==> config.mk <==
export PLATFORM = sky130hd
export DESIGN_NAME = bmem_arbiter
export DESIGN_NICKNAME = d
export VERILOG_FILES = /design/src/rtl/bmem_arb_pkg.sv /design/src/rtl/bmem_arbiter_rr_arbiter.sv /design/src/rtl/bmem_arbiter.sv
export SDC_FILE = /design/constraint.sdc
export NUM_CORES = 1
export LEC_CHECK = 0
export BUFFER_PORTS_ARGS = -buffer_cell sky130_fd_sc_hd__buf_2
export CORE_AREA = 4 4 396 398
export CTS_BUF_LIST = sky130_fd_sc_hd__clkbuf_4 sky130_fd_sc_hd__clkbuf_8
export DETAILED_ROUTE_END_ITERATION = 10
export DIE_AREA = 0 0 400 402
export PLACE_DENSITY = 0.32
export SYNTH_ARGS = -nofsm -noshare
export SYNTH_HDL_FRONTEND = slang
export SYNTH_SLANG_ARGS = --single-unit
==> constraint.sdc <==
create_clock -name clk -period 29 [get_ports clk]
set_clock_uncertainty 0.15 [all_clocks]
set_input_delay 0 -clock clk [delete_from_list [all_inputs] [get_ports clk]]
set_output_delay 0 -clock clk [all_outputs]
set_load 0.005 [all_outputs]
==> src/rtl/bmem_arb_pkg.sv <==
// Shared types and constants for the burst-memory arbiter.
package bmem_arb_pkg;

  localparam int unsigned BEAT_BITS        = 64;
  localparam int unsigned LINE_BITS        = 256;
  localparam int unsigned LINE_OFFSET_BITS = 5;

  typedef enum logic [2:0] {
    StIdle,
    StRdCmd,
    StRdData,
    StWrData,
    StDone
  } bmem_arb_state_t;

  // Clear the byte-within-line offset of a byte address.
  function automatic logic [31:0] line_addr(input logic [31:0] addr);
    return {addr[31:LINE_OFFSET_BITS], {LINE_OFFSET_BITS{1'b0}}};
  endfunction

endpackage

==> src/rtl/bmem_arbiter_rr_arbiter.sv <==
// Request arbiter for bmem_arbiter. Round-robin from a pointer by default;
// fixed lowest-index priority when BMEM_ARB_FIXED_PRIO_EN is defined.
module rr_arbiter #(
  parameter int unsigned NumReq = 2,
  parameter int unsigned IdxW   = (NumReq > 1) ? $clog2(NumReq) : 1
) (
  input  logic              clk_i,
  input  logic              rst_i,
  input  logic [NumReq-1:0] req_i,
  input  logic              advance_i,
  input  logic [IdxW-1:0]   cur_grant_i,
  output logic [NumReq-1:0] gnt_onehot_o,
  output logic [IdxW-1:0]   gnt_idx_o
);

`ifdef BMEM_ARB_FIXED_PRIO_EN

  // Lowest pending index wins.
  always_comb begin
    logic found;
    found        = 1'b0;
    gnt_onehot_o = '0;
    gnt_idx_o    = '0;
    for (int unsigned i = 0; i < NumReq; i++) begin
      if (!found && req_i[i]) begin
        found           = 1'b1;
        gnt_onehot_o[i] = 1'b1;
        gnt_idx_o       = IdxW'(i);
      end
    end
  end

  logic unused_rr;
  assign unused_rr = ^{clk_i, rst_i, advance_i, cur_grant_i};

`else

  logic [IdxW-1:0] ptr_q, ptr_d;

  // Search starts at the pointer and wraps modulo NumReq.
  always_comb begin
    logic        found;
    int unsigned cand;
    found        = 1'b0;
    cand         = 0;
    gnt_onehot_o = '0;
    gnt_idx_o    = '0;
    for (int unsigned i = 0; i < NumReq; i++) begin
      cand = (32'(ptr_q) + i) % NumReq;
      if (!found && req_i[cand[IdxW-1:0]]) begin
        found                         = 1'b1;
        gnt_onehot_o[cand[IdxW-1:0]]  = 1'b1;
        gnt_idx_o                     = cand[IdxW-1:0];
      end
    end
  end

  // Pointer moves past the completed grant.
  always_comb begin
    ptr_d = ptr_q;
    if (advance_i) begin
      ptr_d = (32'(cur_grant_i) == NumReq - 1) ? '0 : cur_grant_i + 1'b1;
    end
  end

  // Pointer register.
  always_ff @(posedge clk_i or posedge rst_i) begin
    if (rst_i) ptr_q <= '0;
    else       ptr_q <= ptr_d;
  end

`endif

endmodule

==> src/rtl/bmem_arbiter.sv <==
// Serialises whole-line requests from NUM_REQ requesters onto one burst
// memory port. Optional macro: BMEM_ARB_FIXED_PRIO_EN (fixed priority).
module bmem_arbiter
  import bmem_arb_pkg::*;
#(
  parameter int unsigned NUM_REQ    = 2,
  parameter int unsigned LINE_BEATS = 4
) (
  input  logic                             clk,
  input  logic                             rst,
  input  logic [NUM_REQ-1:0]               req_valid,
  input  logic [NUM_REQ-1:0]               req_write,
  input  logic [NUM_REQ*32-1:0]            req_addr,
  input  logic [NUM_REQ*BEAT_BITS*LINE_BEATS-1:0] req_wdata,
  output logic [NUM_REQ-1:0]               resp_valid,
  output logic [BEAT_BITS*LINE_BEATS-1:0]  resp_rdata,
  output logic [31:0]                      bmem_addr,
  output logic                             bmem_read,
  output logic                             bmem_write,
  output logic [BEAT_BITS-1:0]             bmem_wdata,
  input  logic                             bmem_ready,
  input  logic [31:0]                      bmem_raddr,
  input  logic [BEAT_BITS-1:0]             bmem_rdata,
  input  logic                             bmem_rvalid
);

  localparam int unsigned LineW = BEAT_BITS * LINE_BEATS;
  localparam int unsigned IdxW  = (NUM_REQ > 1) ? $clog2(NUM_REQ) : 1;
  localparam int unsigned CntW  = (LINE_BEATS > 1) ? $clog2(LINE_BEATS) : 1;
  localparam logic [CntW-1:0] LastBeat = CntW'(LINE_BEATS - 1);

  bmem_arb_state_t    state_q, state_d;
  logic [CntW-1:0]    cnt_q, cnt_d;
  logic [IdxW-1:0]    grant_q, grant_d;
  logic [NUM_REQ-1:0] grant_oh_q, grant_oh_d;
  logic [31:0]        addr_q, addr_d;
  logic [LineW-1:0]   wdata_q, wdata_d;
  logic [LineW-1:0]   line_q, line_d;

  logic [NUM_REQ-1:0] arb_onehot;
  logic [IdxW-1:0]    arb_idx;

  rr_arbiter #(
    .NumReq (NUM_REQ),
    .IdxW   (IdxW)
  ) u_rr_arbiter (
    .clk_i        (clk),
    .rst_i        (rst),
    .req_i        (req_valid),
    .advance_i    (state_q == StDone),
    .cur_grant_i  (grant_q),
    .gnt_onehot_o (arb_onehot),
    .gnt_idx_o    (arb_idx)
  );

  // Transaction sequencing and line assembly.
  always_comb begin
    state_d    = state_q;
    cnt_d      = cnt_q;
    grant_d    = grant_q;
    grant_oh_d = grant_oh_q;
    addr_d     = addr_q;
    wdata_d    = wdata_q;
    line_d     = line_q;
    unique case (state_q)
      StIdle: begin
        if (|arb_onehot) begin
          grant_d    = arb_idx;
          grant_oh_d = arb_onehot;
          addr_d     = line_addr(req_addr[32'(arb_idx)*32 +: 32]);
          wdata_d    = req_wdata[32'(arb_idx)*LineW +: LineW];
          cnt_d      = '0;
          state_d    = req_write[arb_idx] ? StWrData : StRdCmd;
        end
      end
      // Beats returned in the command cycle are not accepted.
      StRdCmd: begin
        if (bmem_ready) state_d = StRdData;
      end
      StRdData: begin
        if (bmem_rvalid && (bmem_raddr == addr_q)) begin
          line_d[32'(cnt_q)*BEAT_BITS +: BEAT_BITS] = bmem_rdata;
          cnt_d = cnt_q + 1'b1;
          if (cnt_q == LastBeat) state_d = StDone;
        end
      end
      StWrData: begin
        if (bmem_ready) begin
          cnt_d = cnt_q + 1'b1;
          if (cnt_q == LastBeat) state_d = StDone;
        end
      end
      StDone: begin
        cnt_d   = '0;
        state_d = StIdle;
      end
      default: state_d = StIdle;
    endcase
  end

  // State registers; reset abandons any burst in flight.
  always_ff @(posedge clk or posedge rst) begin
    if (rst) begin
      state_q    <= StIdle;
      cnt_q      <= '0;
      grant_q    <= '0;
      grant_oh_q <= '0;
      addr_q     <= '0;
      wdata_q    <= '0;
      line_q     <= '0;
    end else begin
      state_q    <= state_d;
      cnt_q      <= cnt_d;
      grant_q    <= grant_d;
      grant_oh_q <= grant_oh_d;
      addr_q     <= addr_d;
      wdata_q    <= wdata_d;
      line_q     <= line_d;
    end
  end

  // Outputs decoded from registered state only.
  always_comb begin
    bmem_read  = (state_q == StRdCmd);
    bmem_write = (state_q == StWrData);
    bmem_addr  = (bmem_read || bmem_write) ? addr_q : '0;
    bmem_wdata = bmem_write ? wdata_q[32'(cnt_q)*BEAT_BITS +: BEAT_BITS] : '0;
    resp_valid = (state_q == StDone) ? grant_oh_q : '0;
    resp_rdata = line_q;
  end

endmodule
==> out/results.env, run 1 <==
YS_WARN_COUNT=0
ROWS=144
SYNTHCELLS=2608
FLOORPLAN.DIE.HEIGHT_UM=402
WORST_CASE_CLOCK_BUFFER_DEPTH=3
POST_CTS_RESIZED=0
HALTSTAGE='clock tree synthesis (4_1_cts)'
FLOW.FIRST_ERROR='[ERROR RSZ-0060] Max buffer count reached.'
PLACE.GP.CONGESTION=0.792
PORTBUFFERS=1020
INITIAL_CORE_UTILIZATION_PCT=17.6
PORTS_PLACED_ON_THE_BOUNDARY=1036
POST-CTS-SETUP-BUFFER-COUNT=0
SYNTHESIS.AREA_UM2=26900
H-TREE-DEPTH=3
ROOT_BUFFER='sky130_fd_sc_hd__clkbuf_8'
DIEWIDTH_UM=400
SYNTH.YOSYS.SEQ_AREA_SHARE_PCT=50.9
SYNTH_CELL_TYPE_COUNT=36
PLACE_HPWL_UM=98200
NUMCTSBUFFERS=109
SYNTH.AVG_CELL_AREA_UM2=10.3
TOTAL_OF_FLIP_FLOPS_PLUS_LATCHES_AFTER_SYNTHESIS=548
CTS_SINKS=548
YOSYS.AREA.TOP_TYPE='sky130_fd_sc_hd__dfrtp_1'
STATUS='did not finish'
CTS_HOLD_REPAIR.BUFFERS=1146
SYNTHTOPCELLSBYAREA='sky130_fd_sc_hd__dfrtp_1 (51%), sky130_fd_sc_hd__mux2i_1 (20%), sky130_fd_sc_hd__nand2_1 (7.7%)'
YOSYS.AREA.TOP_TYPE_SHARE_PCT=50.9
synth_stat cells, drive strengths merged:
library cell  instances
a221o                 1
and3                 69
inv                 267
nor2                  8
mux4                 64
clkbuf              165
dfrtp               548
o41ai                 1
conb                  1
o31ai                 1
a21oi                 4
buf                  15
nor4b                 1
mux2i               539
o21ai               287
and2                 26
nand4                 3
nor4                  6
nand2b                1
nand2               551
o21a                  1
o311ai                1
o22ai                 2
xor2                 16
nor3                  8
ha                    6
or4                   1
a22o                  3
xnor2                 8
o21bai                1
a31oi                 1
a222oi                1
a211oi                1
through the flow:
step,setup slack [ns],cells,hold WS [ns],utilization [%],cell area (um2)
after floorplan,13.53,2612,-0.0162,-,26900
after global placement,24.27,5531,0.0449,22.4,34300
after detailed placement,24.28,5531,0.0424,22.4,34300
logic make-up after synthesis:
logic type               synth area share (%)
AO/OA/AOI/OAI                            5.83
XOR/XNOR                                0.781
adder cells (fa/ha/maj)                 0.279
buffers and inverters                    6.30
flip-flops                               50.9
multiplexers                             25.4
other                                  0.0139
AND/OR/NAND/NOR                          10.5
==> run 2, diff against run 1 <==
CORE_AREA = 4 4 406 408   (was 4 4 396 398)
CTS_BUF_LIST = not set   (was sky130_fd_sc_hd__clkbuf_4 sky130_fd_sc_hd__clkbuf_8)
DIE_AREA = 0 0 410 412   (was 0 0 400 402)
PLACE_DENSITY = not set   (was 0.32)
PLACE_DENSITY_LB_ADDON = 0.15   (was not set)
==> run 2 against run 1 <==
The flow now finishes without violations. Synthesized cell count unchanged. Synthesized area unchanged.
==> out/results.env, run 2 <==
SYNTH.YOSYS.SEQ_AREA_SHARE_PCT=50.9  # unchanged
CRITICAL_PATH.ENDPOINT_TYPE='register'
NUMCTSBUFFERS=74  # -32%
AREA_TAKEN_BY_FLIP_FLOPS_AND_LATCHES_UM2=13700
DRT-PASS1-ITER-COUNT=6
WORST_CASE_CLOCK_BUFFER_DEPTH=3  # unchanged
ROUTE.DETAILED.VIAS_PER_INST=3.87
SYNTH-SIMPLE-AREA-SHARE_PCT=10.5  # unchanged
TOTAL_LEAKAGE_POWER_uW=0.0249
HP-CLASS='in -> reg'
GLOBAL_ROUTER_S_OVERALL_RESOURCE_USAGE_PCT=15.7
PLACE_HPWL_UM=97700  # -0.48%
DR_TOTAL_VIAS=26300
SYNTH_MUX_AREA_SHARE_PCT=25.4  # unchanged
MAXUSEDROUTINGLAYER='met5'
POST-CTS-SETUP-BUFFER-COUNT=0  # unchanged
FINALHOLDVIOLCOUNT=0
DPL-INSTANCE-AREA_UM2=34500  # +0.46%
TIMING.FMAX_MHz=195
PATH_CLK_SLEW_NS=0.06
INSERTION_DELAY_NS=0.65
MOSTFREQUENTLAYOUTCELLS='sky130_fd_sc_hd__buf_2 (1,020), sky130_fd_sc_hd__dlygate4sd3_1 (979), sky130_fd_sc_hd__nand2_1 (547)'
ROUTE.ANTENNA.REMAINING_NETS=0
SYNTH_CELL_TYPE_COUNT=36  # unchanged
MULTI_INPUT_AREA_UM2=11600
CP.REQUIRED_NS=29.39
SYNTHARSTFLOPSHARE_PCT=100  # unchanged
ROUTE.DETAILED.WL_PER_INST_UM=20.0
TIMING.HOLD.WORST.START='req_wdata[191]'
REG_TO_REG_START='u_rr_arbiter.ptr_q'
DRC=0
ROOT_BUFFER='sky130_fd_sc_hd__clkbuf_16'
DIEWIDTH_UM=410  # +2.5%
ROWS=148  # +2.8%
FINAL-SETUP-VIOL-COUNT=0
SYNTHTOPCELLSBYAREA='sky130_fd_sc_hd__dfrtp_1 (51%), sky130_fd_sc_hd__mux2i_1 (20%), sky130_fd_sc_hd__nand2_1 (7.7%)'
SYNTH.AVG_CELL_AREA_UM2=10.3  # unchanged
HOLD_PATH_ENDPOINT='wdata_q[191]'
SYNTH_COMMONEST_CELLS='sky130_fd_sc_hd__nand2_1 (551), sky130_fd_sc_hd__dfrtp_1 (548), sky130_fd_sc_hd__mux2i_1 (539)'
TIMING_MAX_TRANSITION_VIOLATIONS_FINAL=0
GR-TOTAL-OVERFLOW=0
YOSYS.AREA.TOP_TYPE_SHARE_PCT=50.9  # unchanged
CORE_UM2=162000
DRIVE_ABOVE_1_SHARE_PCT=27.2
SYNTH_EDF_COUNT=0  # unchanged
PORTBUFFERS=1020  # unchanged
FINALSETUPTNS_NS=0
PLACE.GP.CONGESTION=0.793  # about the same
CP-START-KIND='register'
AREA_GROWTH_SYN_TO_LAYOUT_PCT=74.1
PORTS_PLACED_ON_THE_BOUNDARY=1036  # unchanged
DOMINANT_COMBINATIONAL_CELL_FAMILY_BY_AREA_AFTER_SYNTHESIS='multiplexers'
CP_MAX_FO=46
MET2WIRELENGTH_UM=67100
HOLD_PATH_DEPTH=4
FIRST_PASS_GRT_WIRE_LENGTH_UM=195000
YS.FLOP_TYPE='sky130_fd_sc_hd__dfrtp_1'
WL_MET1_UM=56300
SYNTHCELLS=2608  # unchanged
N_FILL_CELL=17300
FIRST_GLOBAL_VIAS=28200
LAYOUT_COMMONEST_CELL='sky130_fd_sc_hd__buf_2'
H-TREE-DEPTH=3  # unchanged
SYNTHESIZED_AREA_FRACTION_OCCUPIED_BY_ADDER_CELLS_PCT=0.279  # unchanged
WORSTREGTOREGCELLS=8
CRITICAL_PATH_CLASS='reg -> reg'
TOTAL_OF_FLIP_FLOPS_PLUS_LATCHES_AFTER_SYNTHESIS=548  # unchanged
YS_WARN_COUNT=0  # unchanged
SYNTHESIS.AREA_UM2=26900  # unchanged
FLOORPLAN.DIE.HEIGHT_UM=412  # +2.5%
STATUS='complete, no violations'
SYNTHXORXNORAREAFRAC_PCT=0.781  # unchanged
MAX_SLEW.WORST_PIN.SLEW_NS=1.12
TIMING.HOLD.WS_NS=0.0738
POST_ROUTE_MINIMUM_PERIOD_NS=5.12
POST-ROUTE-PERIOD-UTIL_PCT=17.7
POWER.IR.VDD_WORST_uV=46.0
SYNTH_COMPOUND_AREA_SHARE_PCT=5.83  # unchanged
CTS_SINKS=548  # unchanged
STDCELL_AREA_UM2=46900
INITIAL_CORE_UTILIZATION_PCT=16.7  # -0.91 points
POST_CTS_RESIZED=0  # unchanged
GRT_ANTENNA_BEFORE_REPAIR=72
POST-SYNTH-TOP-COUNT-CELL='sky130_fd_sc_hd__nand2_1'
MAX_CAP_VIOL_COUNT=0
YOSYS.AREA.TOP_TYPE='sky130_fd_sc_hd__dfrtp_1'
CRITICAL_PATH_ARRIVAL_NS=5.52
POWER.DENSITY_CELL_AREA_nW_PER_UM2=71.7
SLEW_HEADROOM_PCT=24.7
REG2REG_SLACK_NS=23.88
WL_MET3_UM=9040
REGTOREGENDPOINT='wdata_q[115]'
DIEAREA_UM2=169000
GRT_SETUP_UNREPAIRED='no'
FIN_NETS=5229
FINALWIRELENGTH_UM=136000
DRT_ITER0_DRC=1146
GRT_MAX_DEGREE=204
TRITONCTS='done'
## run 2: cell counts after synthesis
Identical to the previous run, type by type.
## run 2: worst max path at each step
stage                       startpoint       endpoint  slack [ns]  cells past startpoint
floorplan                          rst     addr_q[10]       13.53                      1
global placement             addr_q[9]  resp_rdata[1]       24.40                      8
detailed placement           addr_q[9]  resp_rdata[7]       24.30                      8
CTS                 u_rr_arbiter.ptr_q   wdata_q[115]       23.79                      8
global route        u_rr_arbiter.ptr_q   wdata_q[242]       23.62                      8
finish              u_rr_arbiter.ptr_q   wdata_q[115]       23.88                      8
## run 2: layer usage
layer,global-route usage [%],vias to the layer above
li1,-,12600
met4,4.64,30
met5,0,-
met2,27.3,832
met3,4.33,217
met1,18.8,12700
## run 2: what timing repair did
| item | 4_1_cts | 5_1_grt |
|---|---|---|
| setup endpoints to repair | 0 | 0 |
| endpoints found under the hold margin | 637 | 0 |
| hold buffers | 979 | 0 |
## run 2: power breakdown
part / internal, uW / switching [uW]
Combinational: 657 / 639
Clock: 575 / 387
Sequential: 962 / 140
Total: 2190 / 1170
## run 2: worst max-delay path, stage by stage (launching register included)
cell                            delay, ns
sky130_fd_sc_hd__dfrtp_1             0.42
sky130_fd_sc_hd__o21ai_4             0.64
sky130_fd_sc_hd__buf_4               0.62
sky130_fd_sc_hd__buf_4               0.77
sky130_fd_sc_hd__buf_4               0.76
sky130_fd_sc_hd__mux2i_1             0.28
sky130_fd_sc_hd__dlygate4sd3_1       0.60
sky130_fd_sc_hd__o21ai_0             0.08
sky130_fd_sc_hd__dlygate4sd3_1       0.59
## run 2: through the flow
stage | instances | utilization [%] | worst slack (ns) | total power [uW]
2_1_floorplan | 2612 | - | 13.53 | 1700
6_report | 6804 | 29.0 | 23.88 | 3360
4_1_cts | 6777 | 28.9 | 23.79 | 3430
3_3_place_gp | 5663 | 21.3 | 24.40 | 2110
3_5_place_dp | 5663 | 21.3 | 24.30 | 2120
5_1_grt | 6787 | 29.0 | 23.62 | 3600
## run 2: cell type report
type                       count  share of cell area [%]
antenna                       27                   0.144
clock buffer                 114                    4.72
clock inverter                21                   0.684
inverter                     267                    2.15
multi-input combinational   1617                    24.8
sequential                   548                    29.3
tap                         2175                    5.81
timing repair buffer        2035                    32.4
## run 2: kinds of logic after synthesis
kind of cell	Yosys count
AND/OR/NAND/NOR	674
buffers and inverters	447
adder cells (fa/ha/maj)	6
multiplexers	603
XOR/XNOR	24
AO/OA/AOI/OAI	305
other	1
flip-flops	548
No activity file was read; power rests on OpenSTA's default activity.
==> run 3, diff against run 2 <==
clock period = 4.8 ns   (was 29 ns; I/O delays follow)
==> run 3 against run 2 <==
Sequential power grew to 6.0 times the previous value. Critical path type unchanged. Setup slack got worse by 23 ns. Critical endpoint is now cnt_q[0]. Sequential share of layout area increased by 0.37 points. Global-route usage grew 0.18 points. Register-to-register slack worse by 23 ns.
==> out/results.env, run 3 (synthesized netlist as in run 2, its figures left out) <==
STATUS='complete, no violations'
WORSTREGTOREGCELLS=8  # unchanged
CP.BUFFERS_INVERTERS=3  # -2
INSERTION_DELAY_NS=0.65  # about the same
PATH_CLK_SLEW_NS=0.06  # about the same
FINAL-SETUP-VIOL-COUNT=0  # unchanged
CORE_UM2=162000  # unchanged
DIEAREA_UM2=169000  # unchanged
DRT_ITER0_DRC=1196  # +4.4%
POST-PLACE-WS_NS=1.13  # -23.17 ns
HP-CLASS='in -> reg'
FIRST_PASS_GRT_WIRE_LENGTH_UM=197000  # +1.3%
SETUP_SLACK_NS=0.909  # -22.97 ns
CPMOSTUSEDCELL='sky130_fd_sc_hd__dlygate4sd3_1'
DRIVE_ABOVE_1_SHARE_PCT=28.0  # +0.83 points
MOSTFREQUENTLAYOUTCELLS='sky130_fd_sc_hd__buf_2 (1,020), sky130_fd_sc_hd__dlygate4sd3_1 (889), sky130_fd_sc_hd__nand2_1 (547)'
WORSTPATHCELLLIST='a222oi_1, dlygate4sd3_1, nand2_1, dlygate4sd3_1, o41ai_2, dlygate4sd3_1, nand2_1, o311ai_0'
CRIT_PATH_LEADING_DELAY_FAMILY='buffers and inverters'
AREA_GROWTH_SYN_TO_LAYOUT_PCT=71.9
GRT_ANTENNA_BEFORE_REPAIR=79  # +9.7%
DRC=0  # unchanged
CPPEAKSTAGEDELAY_NS=0.78  # about the same
POST-ROUTE-PERIOD-UTIL_PCT=81.1  # +63 points
CP.REQUIRED_NS=5.18  # -24.21 ns
CRITICAL_PATH_ARRIVAL_NS=4.27  # -1.25 ns
DPL-INSTANCE-AREA_UM2=34800  # +0.94%
FINALWIRELENGTH_UM=138000  # +0.98%
PORTS_PLACED_ON_THE_BOUNDARY=1036  # unchanged
TRITONCTS='done'
MAX_SLEW.WORST_PIN.SLEW_NS=1.11  # -0.00701 ns
CTS_SINKS=548  # unchanged
NETSWITCHINGPOWER_uW=6940  # +500%
CP_MAX_FO=4  # -91%
GRT_SETUP_UNREPAIRED='no'
ROUTE.DETAILED.VIAS_PER_INST=3.86  # -0.30%
H-TREE-DEPTH=3  # unchanged
POWER.IR.VDD_WORST_uV=344  # +650%
MAX_CAP_VIOL_COUNT=0  # unchanged
FIN_NETS=5160  # -1.3%
PORTBUFFERS=1020  # unchanged
DRT-PASS1-ITER-COUNT=4  # -2
TIMING.CRITICAL_PATH.SLOWEST_STAGE_CELL='sky130_fd_sc_hd__dlygate4sd3_1'
POWER.SHARE.SEQUENTIAL_PCT=33.1  # +0.3 points
INTPOWER_uW=13100  # +500%
WORST_CASE_CLOCK_BUFFER_DEPTH=3  # unchanged
POWER.DENSITY_CELL_AREA_nW_PER_UM2=434  # +510%
FLOORPLAN.DIE.HEIGHT_UM=412  # unchanged
FINISHED_CORE_UTIL_PCT=28.6  # -0.37 points
SLEW_HEADROOM_PCT=25.6  # +0.87 points
GRT_MAX_DEGREE=211  # +3.4%
GLOBAL_ROUTER_S_OVERALL_RESOURCE_USAGE_PCT=15.9  # +0.18 points
TIMING.FMAX_MHz=257  # +32%
CRIT_PATH_START='addr_q[10]'
FIRST_GLOBAL_VIAS=28000  # -0.66%
DIEWIDTH_UM=410  # unchanged
NUMCTSBUFFERS=76  # +2.7%
POST_ROUTE_MINIMUM_PERIOD_NS=3.89  # -1.23 ns
PLACE_HPWL_UM=101000  # +3.4%
FINALHOLDVIOLCOUNT=0  # unchanged
CP-START-KIND='register'
PLACE.GP.CONGESTION=0.812  # +2.4%
STDCELL_AREA_UM2=46300  # -1.3%
COMBPWRFRAC_PCT=37.9  # -0.7 points
ROWS=148  # unchanged
CRITICAL_PATH_CLASS='reg -> reg'
POST_LAYOUT_NONFILLER_INSTANCES=6732  # -1.1%
ROUTE.ANTENNA.REMAINING_NETS=0  # unchanged
SETUP.WORST_PATH.END='cnt_q[0]'
REG2REG_SLACK_NS=0.91  # -22.97 ns
REGTOREGENDPOINT='cnt_q[0]'
CLOCK_POWER_SHARE_PCT=29.0  # +0.4 points
POST_CTS_RESIZED=0  # unchanged
REG_TO_REG_START='addr_q[10]'
CTS_HOLD_REPAIR.BUFFERS=889  # -9.2%
INITIAL_CORE_UTILIZATION_PCT=16.7  # unchanged
ROUTE.DETAILED.WL_PER_INST_UM=20.5  # +2.1%
ROOT_BUFFER='sky130_fd_sc_hd__clkbuf_16'
POST-CTS-SETUP-BUFFER-COUNT=0  # unchanged
LAYOUT_COMMONEST_CELL='sky130_fd_sc_hd__buf_2'
DR_TOTAL_VIAS=26000  # -1.4%
CRITICAL_PATH_DEPTH=8  # unchanged
GR-TOTAL-OVERFLOW=0  # unchanged
CRITICAL_PATH.ENDPOINT_TYPE='register'
TIMING_MAX_TRANSITION_VIOLATIONS_FINAL=0  # unchanged
TOTAL_LEAKAGE_POWER_uW=0.0246  # -1.1%
CELL_COUNT_AFTER_PLACEMENT=5682  # +0.34%
NETSWITCHINGFRACTION_PCT=34.6  # -0.10 points
-- run 3: cell types whose count changed in the layout (fill, tap and decap cells not counted), moves of 2 or more --
cell                            before  now
sky130_fd_sc_hd__buf_12              2   16
sky130_fd_sc_hd__buf_4              34   39
sky130_fd_sc_hd__bufinv_16           5    7
sky130_fd_sc_hd__clkbuf_1           20   18
sky130_fd_sc_hd__clkbuf_8           19   15
sky130_fd_sc_hd__clkinv_16           2    0
sky130_fd_sc_hd__clkinv_2            9    6
sky130_fd_sc_hd__clkinv_8            0    3
sky130_fd_sc_hd__diode_2            27   31
sky130_fd_sc_hd__dlygate4sd3_1     979  889
sky130_fd_sc_hd__inv_16              2    0
-- run 3: tightest hold or removal path: stages --
cell	delay, ns
sky130_fd_sc_hd__buf_2	0.08
sky130_fd_sc_hd__nor4b_1	0.05
sky130_fd_sc_hd__nand2_1	0.10
sky130_fd_sc_hd__or4_1	0.17
sky130_fd_sc_hd__o41ai_2	0.17
sky130_fd_sc_hd__o21bai_1	0.15
sky130_fd_sc_hd__a22o_1	0.12
-- run 3: per-layer routing --
layer	routed length, um	GRT usage [%]	share of wire [%]
met5	140	0	0.10
met4	3760	5.16	2.7
met3	9540	4.44	6.9
met2	66800	27.0	49
met1	57400	19.3	42
-- run 3: how the worst min path moves through the flow --
stage / start / to / cells past startpoint
floorplan: bmem_rdata[0] / resp_rdata[0] / 2
global placement: rst / addr_q[5] / 2
detailed placement: rst / addr_q[6] / 2
CTS: bmem_rdata[7] / resp_rdata[135] / 4
global route: req_wdata[244] / wdata_q[244] / 4
finish: bmem_raddr[2] / cnt_q[1] / 7
-- run 3: power groups by stage --
| stage | clock network [uW] | logic, uW | registers, uW |
|---|---|---|---|
| 5_1_grt | 6240 | 8480 | 6820 |
| 3_5_place_dp | 0 | 6140 | 6740 |
| 3_3_place_gp | 0 | 6080 | 6730 |
| 6_report | 5810 | 7610 | 6650 |
| 2_1_floorplan | 0 | 3920 | 6330 |
| 4_1_cts | 6090 | 7740 | 6670 |
-- run 3: layout make-up --
cell class	count	area [um2]
sequential	548	13700
fill	17400	115000
clock buffer	109	2180
clock inverter	21	332
tap	2175	2720
antenna	31	77.6
timing repair buffer	1964	14600
inverter	267	1010
multi-input combinational	1617	11600
-- run 3: metrics by stage --
stage | power (uW) | TNS [ns] | hold WS [ns]
global route | 21500 | 0 | 0.0487
finish | 20100 | 0 | 0.0733
CTS | 20500 | 0 | 0.000290
floorplan | 10200 | -1537.62 | -0.0162
global placement | 12800 | 0 | 0.0649
detailed placement | 12900 | 0 | 0.0618
